$ cat config.mk
export PLATFORM = sky130hd
export DESIGN_NAME = pipelined_shifter
export DESIGN_NICKNAME = d
export VERILOG_FILES = /design/src/rtl/shifter_pkg.sv /design/src/rtl/pipelined_shifter_level.sv /design/src/rtl/pipelined_shifter.sv
export SDC_FILE = /design/constraint.sdc
export NUM_CORES = 1
export LEC_CHECK = 0
export CORE_MARGIN = 2
export CORE_UTILIZATION = 58
export DETAILED_ROUTE_END_ITERATION = 10
export HOLD_SLACK_MARGIN = 0.1
export PLACE_DENSITY = 0.91
export SYNTH_ARGS = -nofsm -noshare
export SYNTH_HDL_FRONTEND = slang
export SYNTH_HIERARCHICAL = 1
export SYNTH_SLANG_ARGS = --single-unit
$ cat constraint.sdc
create_clock -name clk -period 4.95 [get_ports clk]
set_input_delay 1.485 -clock clk [delete_from_list [all_inputs] [get_ports clk]]
set_output_delay 1.485 -clock clk [all_outputs]
set_load 0.005 [all_outputs]
$ cat src/rtl/shifter_pkg.sv
// Shared types and pipeline partition helpers for the ARM-style shifter.
// Unit 0 is decode; units 1..log2(W) are the mux levels.
package shifter_pkg;

    typedef enum logic [1:0] {
        LSL = 2'b00,
        LSR = 2'b01,
        ASR = 2'b10,
        ROR = 2'b11
    } shift_type_t;

    typedef enum logic [2:0] {
        OP_LSL,
        OP_LSR,
        OP_ASR,
        OP_ROR,
        OP_RRX,
        OP_PASS
    } eff_op_t;

    function automatic int clog2(input int v);
        int r;
        r = 0;
        while ((1 << r) < v) r++;
        return r;
    endfunction

    // Earlier stages absorb the remainder units.
    function automatic int stage_units(input int units, input int stages, input int s);
        return units / stages + ((s < units % stages) ? 1 : 0);
    endfunction

    function automatic int first_unit(input int units, input int stages, input int s);
        int f;
        f = 0;
        for (int i = 0; i < s; i++) f += stage_units(units, stages, i);
        return f;
    endfunction

    function automatic int last_unit(input int units, input int stages, input int s);
        return first_unit(units, stages, s) + stage_units(units, stages, s) - 1;
    endfunction

    function automatic int stage_of(input int units, input int stages, input int u);
        int st;
        st = 0;
        for (int i = 0; i < stages; i++)
            if (u >= first_unit(units, stages, i)) st = i;
        return st;
    endfunction

endpackage

$ cat src/rtl/pipelined_shifter_level.sv
// One combinational mux level of the barrel shifter (distance 2**BIT).
// Carry tracks the last bit shifted out, so chained levels compose.
module shifter_level
    import shifter_pkg::*;
#(
    parameter int WIDTH = 32,
    parameter int AMT_W = 5,
    parameter int BIT   = 0
) (
    input  logic [WIDTH-1:0] i_data,
    input  logic             i_carry,
    input  eff_op_t          i_op,
    input  logic [AMT_W-1:0] i_amt,
    output logic [WIDTH-1:0] o_data,
    output logic             o_carry,
    output eff_op_t          o_op,
    output logic [AMT_W-1:0] o_amt
);

    localparam int DIST = 1 << BIT;

    always_comb begin
        o_data     = i_data;
        o_carry    = i_carry;
        o_op       = i_op;
        o_amt      = i_amt;
        o_amt[BIT] = 1'b0;
        if (i_amt[BIT]) begin
            case (i_op)
                OP_LSL: begin
                    o_data  = i_data << DIST;
                    o_carry = i_data[WIDTH-DIST];
                end
                OP_LSR: begin
                    o_data  = i_data >> DIST;
                    o_carry = i_data[DIST-1];
                end
                OP_ASR: begin
                    o_data  = WIDTH'($signed(i_data) >>> DIST);
                    o_carry = i_data[DIST-1];
                end
                OP_ROR: begin
                    o_data  = (i_data >> DIST) | (i_data << (WIDTH - DIST));
                    o_carry = i_data[DIST-1];
                end
                default: ;
            endcase
        end
    end

endmodule

$ cat src/rtl/pipelined_shifter.sv
// Pipelined ARM barrel shifter with carry-out and a global-stall handshake.
// Decode folds all #0 / saturation cases; levels only see in-range amounts.
module pipelined_shifter
    import shifter_pkg::*;
#(
    parameter int WIDTH  = 32,
    parameter int AMT_W  = 8,
    parameter int STAGES = 2
) (
    input  logic             clk,
    input  logic             reset_n,
    input  logic             in_valid,
    output logic             in_ready,
    input  logic [1:0]       shift_type,
    input  logic [AMT_W-1:0] shift_num,
    input  logic             imm,
    input  logic             not_shift,
    input  logic             carry_in,
    input  logic [WIDTH-1:0] x,
    output logic             out_valid,
    input  logic             out_ready,
    output logic [WIDTH-1:0] y,
    output logic             carry_out
);

    localparam int L = clog2(WIDTH);
    localparam int U = L + 1;
    localparam logic [AMT_W-1:0] W_A = AMT_W'(WIDTH);

    logic [WIDTH-1:0] w_d   [U];
    logic             w_c   [U];
    eff_op_t          w_op  [U];
    logic [L-1:0]     w_amt [U];

    logic [WIDTH-1:0] w_cd   [STAGES];
    logic             w_cc   [STAGES];
    eff_op_t          w_cop  [STAGES];
    logic [L-1:0]     w_camt [STAGES];

    logic [WIDTH-1:0] r_data  [STAGES];
    logic             r_carry [STAGES];
    eff_op_t          r_op    [STAGES];
    logic [L-1:0]     r_amt   [STAGES];
    logic [STAGES-1:0] r_valid;

    shift_type_t      w_type;
    logic [AMT_W-1:0] w_n;
    logic             w_sat;
    logic             w_zero;
    logic [WIDTH-1:0] w_dec_d;
    logic             w_dec_c;
    eff_op_t          w_dec_op;
    logic [L-1:0]     w_dec_amt;
    logic             w_advance;
    logic [STAGES:0]  w_vchain;
    logic             w_unused;

    assign w_type = shift_type_t'(shift_type);
    assign w_zero = (shift_num == '0);

    always_comb begin
        w_dec_d   = x;
        w_dec_c   = carry_in;
        w_dec_op  = OP_PASS;
        w_dec_amt = '0;
        w_n       = shift_num;
        if (imm && w_zero && (w_type == LSR || w_type == ASR))
            w_n = W_A;
        w_sat = (w_n >= W_A);
        if (not_shift) begin
            w_dec_op = OP_PASS;
        end else if (imm && w_zero && w_type == ROR) begin
            w_dec_op = OP_RRX;
            w_dec_d  = {carry_in, x[WIDTH-1:1]};
            w_dec_c  = x[0];
        end else if (w_n != '0) begin
            unique case (w_type)
                LSL: begin
                    if (w_sat) begin
                        w_dec_d = '0;
                        w_dec_c = (w_n == W_A) ? x[0] : 1'b0;
                    end else begin
                        w_dec_op  = OP_LSL;
                        w_dec_amt = w_n[L-1:0];
                    end
                end
                LSR: begin
                    if (w_sat) begin
                        w_dec_d = '0;
                        w_dec_c = (w_n == W_A) ? x[WIDTH-1] : 1'b0;
                    end else begin
                        w_dec_op  = OP_LSR;
                        w_dec_amt = w_n[L-1:0];
                    end
                end
                ASR: begin
                    if (w_sat) begin
                        w_dec_d = {WIDTH{x[WIDTH-1]}};
                        w_dec_c = x[WIDTH-1];
                    end else begin
                        w_dec_op  = OP_ASR;
                        w_dec_amt = w_n[L-1:0];
                    end
                end
                ROR: begin
                    // Multiples of WIDTH rotate back to x with c = msb.
                    if (w_n[L-1:0] == '0) begin
                        w_dec_c = x[WIDTH-1];
                    end else begin
                        w_dec_op  = OP_ROR;
                        w_dec_amt = w_n[L-1:0];
                    end
                end
            endcase
        end
    end

    assign w_d[0]   = w_dec_d;
    assign w_c[0]   = w_dec_c;
    assign w_op[0]  = w_dec_op;
    assign w_amt[0] = w_dec_amt;

    for (genvar u = 1; u < U; u++) begin : g_lvl
        localparam int  ST    = stage_of(U, STAGES, u);
        localparam bit  FIRST = (first_unit(U, STAGES, ST) == u);
        logic [WIDTH-1:0] w_di;
        logic             w_ci;
        eff_op_t          w_oi;
        logic [L-1:0]     w_ai;
        if (FIRST) begin : g_reg
            assign w_di = r_data[ST-1];
            assign w_ci = r_carry[ST-1];
            assign w_oi = r_op[ST-1];
            assign w_ai = r_amt[ST-1];
        end else begin : g_comb
            assign w_di = w_d[u-1];
            assign w_ci = w_c[u-1];
            assign w_oi = w_op[u-1];
            assign w_ai = w_amt[u-1];
        end
        shifter_level #(
            .WIDTH (WIDTH),
            .AMT_W (L),
            .BIT   (u - 1)
        ) u_level (
            .i_data  (w_di),
            .i_carry (w_ci),
            .i_op    (w_oi),
            .i_amt   (w_ai),
            .o_data  (w_d[u]),
            .o_carry (w_c[u]),
            .o_op    (w_op[u]),
            .o_amt   (w_amt[u])
        );
    end

    for (genvar s = 0; s < STAGES; s++) begin : g_cap
        localparam int LU = last_unit(U, STAGES, s);
        assign w_cd[s]   = w_d[LU];
        assign w_cc[s]   = w_c[LU];
        assign w_cop[s]  = w_op[LU];
        assign w_camt[s] = w_amt[LU];
    end

    assign w_advance = out_ready || !out_valid;
    assign in_ready  = w_advance && reset_n;
    assign w_vchain  = {r_valid, in_valid};

    always_ff @(posedge clk) begin
        if (!reset_n) begin
            r_valid <= '0;
            for (int s = 0; s < STAGES; s++) begin
                r_data[s]  <= '0;
                r_carry[s] <= 1'b0;
                r_op[s]    <= OP_PASS;
                r_amt[s]   <= '0;
            end
        end else if (w_advance) begin
            for (int s = 0; s < STAGES; s++) begin
                r_valid[s] <= w_vchain[s];
                r_data[s]  <= w_cd[s];
                r_carry[s] <= w_cc[s];
                r_op[s]    <= w_cop[s];
                r_amt[s]   <= w_camt[s];
            end
        end
    end

    assign out_valid = r_valid[STAGES-1];
    assign y         = r_data[STAGES-1];
    assign carry_out = r_carry[STAGES-1];

    assign w_unused = ^{r_amt[STAGES-1], r_op[STAGES-1], w_vchain[STAGES]};

endmodule

# [Yosys cells after proc, flatten, opt, wreduce, memory -nomap -nowiden]
# Memories as Yosys holds them, arrays and structs flattened.
# Index checks and enable logic that the tools add are counted.
[totals] mem_bits_rw=82 ff_bits=2 wordCells=109 input_bits=49 n_memories=4
[memory_table] memory="r_data" depth=2 width=32 read_ports=2 rd_ports_with_merged_regs=0 wr=2 line_no="pipelined_shifter.sv:40" rtl="logic [WIDTH-1:0] r_data [STAGES];"
[memory_table] memory="r_amt" depth=2 width=5 read_ports=1 rd_ports_with_merged_regs=0 wr=2 line_no="pipelined_shifter.sv:43" rtl="logic [L-1:0] r_amt [STAGES];"
[memory_table] memory="r_op" depth=2 width=3 read_ports=1 rd_ports_with_merged_regs=0 wr=2 line_no="pipelined_shifter.sv:42" rtl="eff_op_t r_op [STAGES];"
[memory_table] memory="r_carry" depth=2 width=1 read_ports=2 rd_ports_with_merged_regs=0 wr=2 line_no="pipelined_shifter.sv:41" rtl="logic r_carry [STAGES];"
[op_classes] bitwise_logic=13 order_cmp=1 n_eq_ne=10 reduce_logical=17 n_mux=63
[op_table] op="$pmux 32 s4" count=5
[op_table] op="$mux 32" count=11
[op_table] op="$pmux 32 s2" count=1
[op_table] op="$mux 5" count=7
[op_table] op="$or 16x32->32" count=1
[op_table] op="$or 24x32->32" count=1
[op_table] op="$or 28x32->32" count=1
[op_table] op="$or 30x32->32" count=1
[op_table] op="$or 31x32->32" count=1
[op_table] op="$mux 31" count=1
[op_table] op="$mux 3" count=9
[op_table] op="$mux 1" count=20
[op_table] op="$eq 3x2->1 const B" count=4
[op_table] op="$pmux 3 s4" count=1
[op_table] op="$pmux 1 s2" count=5
[op_table] op="$pmux 5 s2" count=1
[op_table] op="$reduce_or 3->1" count=3
[op_table] op="$eq 8x6->1 const B" count=1
[op_table] op="$ge 8x6->1 const B" count=1
[op_table] op="$logic_not 8->1" count=1
[op_table] op="$mux 8" count=1
[op_table] op="$or 1x1->1" count=8
[op_table] op="$reduce_bool 8->1" count=1
[op_table] op="$eq 3x1->1 const B" count=2
[op_table] op="other kinds (10)" count=16

# [Logic depth before layout (Yosys ltp)]
[depth] ltp_word=17 mapped_depth=16 depth_no_buf=14

# [By module]
# The synthesis kept the hierarchy.
[by_module_without_submodules] mod="pipelined_shifter" area_each_um2=3716.1 cells_per_inst=317 instances=1 seq_area_each_um2=2262.2
[by_module_without_submodules] mod="shifter_level at g_lvl[2].u_level" area_each_um2=808.3 cells_per_inst=120 instances=1 seq_area_each_um2=0.0
[by_module_without_submodules] mod="shifter_level at g_lvl[1].u_level" area_each_um2=797.0 cells_per_inst=121 instances=1 seq_area_each_um2=0.0
[by_module_without_submodules] mod="shifter_level at g_lvl[3].u_level" area_each_um2=752.0 cells_per_inst=115 instances=1 seq_area_each_um2=0.0
[by_module_without_submodules] mod="shifter_level at g_lvl[4].u_level" area_each_um2=701.9 cells_per_inst=110 instances=1 seq_area_each_um2=0.0
[by_module_without_submodules] mod="shifter_level at g_lvl[5].u_level" area_each_um2=634.4 cells_per_inst=76 instances=1 seq_area_each_um2=0.0

# [Worst setup path after synthesis]
# OpenSTA, ideal clock, no wires.
[synth_timing] path_type="input -> register" start="input shift_num[7]" end="memory r_data[0][30] (data pin)" n_path_buf=2 slack_ns=0.767 arrival_ns=3.928 stages=13 setup_time_ns=0.255 cell_sequence="or3_4 -> or4_4 -> buf_6 -> buf_8 -> o22ai_1 -> nor2_1 -> nand2_1 -> o22ai_1 -> a221o_2 -> mux2i_1 -> o21ai_0 -> mux2_2 -> and2_1"
[synth_lines] element="start: declaration" line_no="pipelined_shifter.sv:15" rtl="input logic [AMT_W-1:0] shift_num,"
[synth_lines] element="end: declaration" line_no="pipelined_shifter.sv:40"

==> run_results.csv <==
group,metric,value,unit
run_status,status,"finished, final reports clean",
worst_setup_path,cp_data_arrival_time,4.62,ns
hold_path,min_to,"r_valid[0]",
sta,fmax,221,MHz
clock_tree,cts_max_level,3,
clock_tree,cts_tree,"yes",
grt,overflow,0,
clock_tree,clockBufferDepth,2,
final_layout,utilization,0.668,
place,portBuffers,83,
route,drt-initial-drc-count,302,
logic_synthesis,syn_inst,832,
job,drv_cap,0,
floorplanning,dieArea,13300,um2
pwr,power_density,245,nW/um2
route,drc,0,
sta,drv_slew,0,
worst_setup_path,r2r_slack,1.45,ns
floorplanning,core.rowCount,40,
route,first_pass_iters,5,
worst_setup_path,end_kind,"register",
clock_tree,post-cts-setup-buffers,0,
clock_tree,post_cts_resized,0,
sta,slew_headroom,0.341,
clock_tree,root_buffer,"clkbuf_16",
pwr,vdd_drop_max,0.184,mV
floorplanning,core_area,12100,um2
hold_path,hold_depth,2,
sta,setup_tns,0,ns
floorplanning,die_height,115,um
route,wire_per_inst,14.6,um
sta,worstMarginPinSlew,0.985,ns
worst_setup_path,reg2reg_from,"r_op[0][2]",
route,viasPerCell,5.85,
sta,hold_viol,0,
grt,grt_max_degree,74,
clock_tree,clk_pin_slew,0.05,ns
clock_tree,numCtsBuffers,9,
worst_setup_path,crit_path_start_kind,"primary input",
floorplanning,initial_core_util,0.596,
route,drtAntennaViolNets,0,
place,dp_slack,0.0982,ns
grt,antenna_found_initial,0,
logic_synthesis,avgSynthCellArea,8.63,um2
clock_tree,clock_sinks,74,
place,hpwl,11.4,mm
worst_setup_path,critPathMaxFanout,66,
worst_setup_path,crit_type,"in -> reg",
route,wirelength,15.0,mm
clock_tree,postCtsHoldBufs,0,
grt,grt_util_all_layers,0.230,
pwr,p_leak,2.95,nW
grt,grt_pass1_wl,25.1,mm
grt,grt_pass1_vias,5420,
place,gp_congestion,0.888,
sta,clock-skew-final,0.00485,ns
final_layout,multi_input_area,4290,um2
hold_path,hold_path.class,"reg -> reg",
final_layout,layout.nets,909,
worst_setup_path,reg2reg_to,"r_data[0][59]",
sta,rsz0062_at_grt,"false",
logic_synthesis,syn_area,7180,um2
floorplanning,pin_count,84,
sta,period_share,0.914,
final_layout,regArea,2200,um2
final_layout,nFillCells,932,
sta,min_period,4.53,ns
worst_setup_path,rr_worst_depth,11,
sta,timing.hold.ws,0.450,ns
final_layout,drive_above_1_share,0.0685,
sta,setup_viol,0,
hold_path,worstHoldStart,"r_valid[0]",
logic_synthesis,syn-num-nets,885,
final_layout,syn_to_final_growth,12.1,%
sta,worst_slack,0.424,ns
logic_synthesis,yosys_warnings,6,
clock_tree,clock_latency,0.33,ns
floorplanning,die_x,115,um
final_layout,num_antenna_cells,0,
route,vias,6022,
worst_setup_path,cp.required,5.04,ns
==> state kept, by name, summed over array words and instances, names as in the netlist <==
name and count:
r_data 64, r_amt 3, r_op 3, r_carry 2
r_valid 2
==> through the flow <==
stage                     instances  total power [mW]  cell area [um2]
after floorplan                 832              1.19             7180
after global placement         1013              1.33             7760
after detailed placement       1013              1.35             7760
after CTS                      1029              1.98             8060
after global routing           1029              2.07             8060
final                          1029              1.97             8060
==> worst max path at each step <==
| stage | slack [ns] | startpoint | endpoint |
|---|---|---|---|
| after detailed placement | 0.1 | shift_type[0] | r_data[0][31] |
| final | 0.42 | shift_type[0] | r_data[0][31] |
| after global routing | 0.20 | shift_type[0] | r_data[0][30] |
| after global placement | 0.23 | shift_type[0] | r_data[0][30] |
| after CTS | 0.45 | shift_type[0] | r_data[0][31] |
| after floorplan | 0.77 | shift_num[7] | r_data[0][30] |
==> cells in the final DEF (no fill, tap or decap), types with 3 or more instances in the layout <==
master	count
nand2_1	119
mux2i_1	106
clkdlybuf4s50_1	83
and2_1	79
o21ai_1	79
edfxtp_1	72
nor2_1	52
o22ai_1	34
a22o_1	34
o21ai_0	27
buf_4	19
o22a_1	19
nor3b_1	16
a21oi_1	10
clkbuf_16	9
nor3_1	8
a22oi_1	8
inv_1	7
nand2b_1	5
nor2b_1	4
ha_1	4
clkbuf_1	4
nand3_1	3
o21a_1	3
and3_1	3
nand2b_4	3
buf_12	3
==> layout make-up <==
cell class	count	share of cell area
clock inverters	2	0.00466
repair buffers	105	0.128
flip-flops and latches	74	0.273
well taps	168	0.0261
inverters	7	0.00326
multi-input cells	659	0.533
clock buffers	14	0.0315
==> metal layers <==
layer / GRT usage / routed length, um / up-vias
li1: - / - / 3055
met1: 0.286 / 6580 / 2756
met2: 0.421 / 7510 / 193
met3: 0.0306 / 656 / 18
met4: 0.0594 / 263 / 0
met5: 0 / 0 / -
==> critical path, cell delays in order <==
cell and delay (ns):
clkdlybuf4s50_1 0.50, inv_1 0.08, ha_1 0.31, and2_1 0.21, a31oi_2 0.19, nor2_1 0.15, a311o_1 0.17, nand2b_4 0.16
buf_12 0.23, o22ai_1 0.12, a221o_2 0.39, inv_1 0.06, o22ai_1 0.07, a221o_2 0.35, and2_1 0.13
==> power by group <==
| part | switching (mW) | total (mW) | internal, mW |
|---|---|---|---|
| Clock | 0.223 | 0.627 | 0.404 |
| Combinational | 0.283 | 0.557 | 0.273 |
| Sequential | 0.0390 | 0.788 | 0.749 |
| Total | 0.545 | 1.97 | 1.43 |
(Power assumes the default switching activity.)
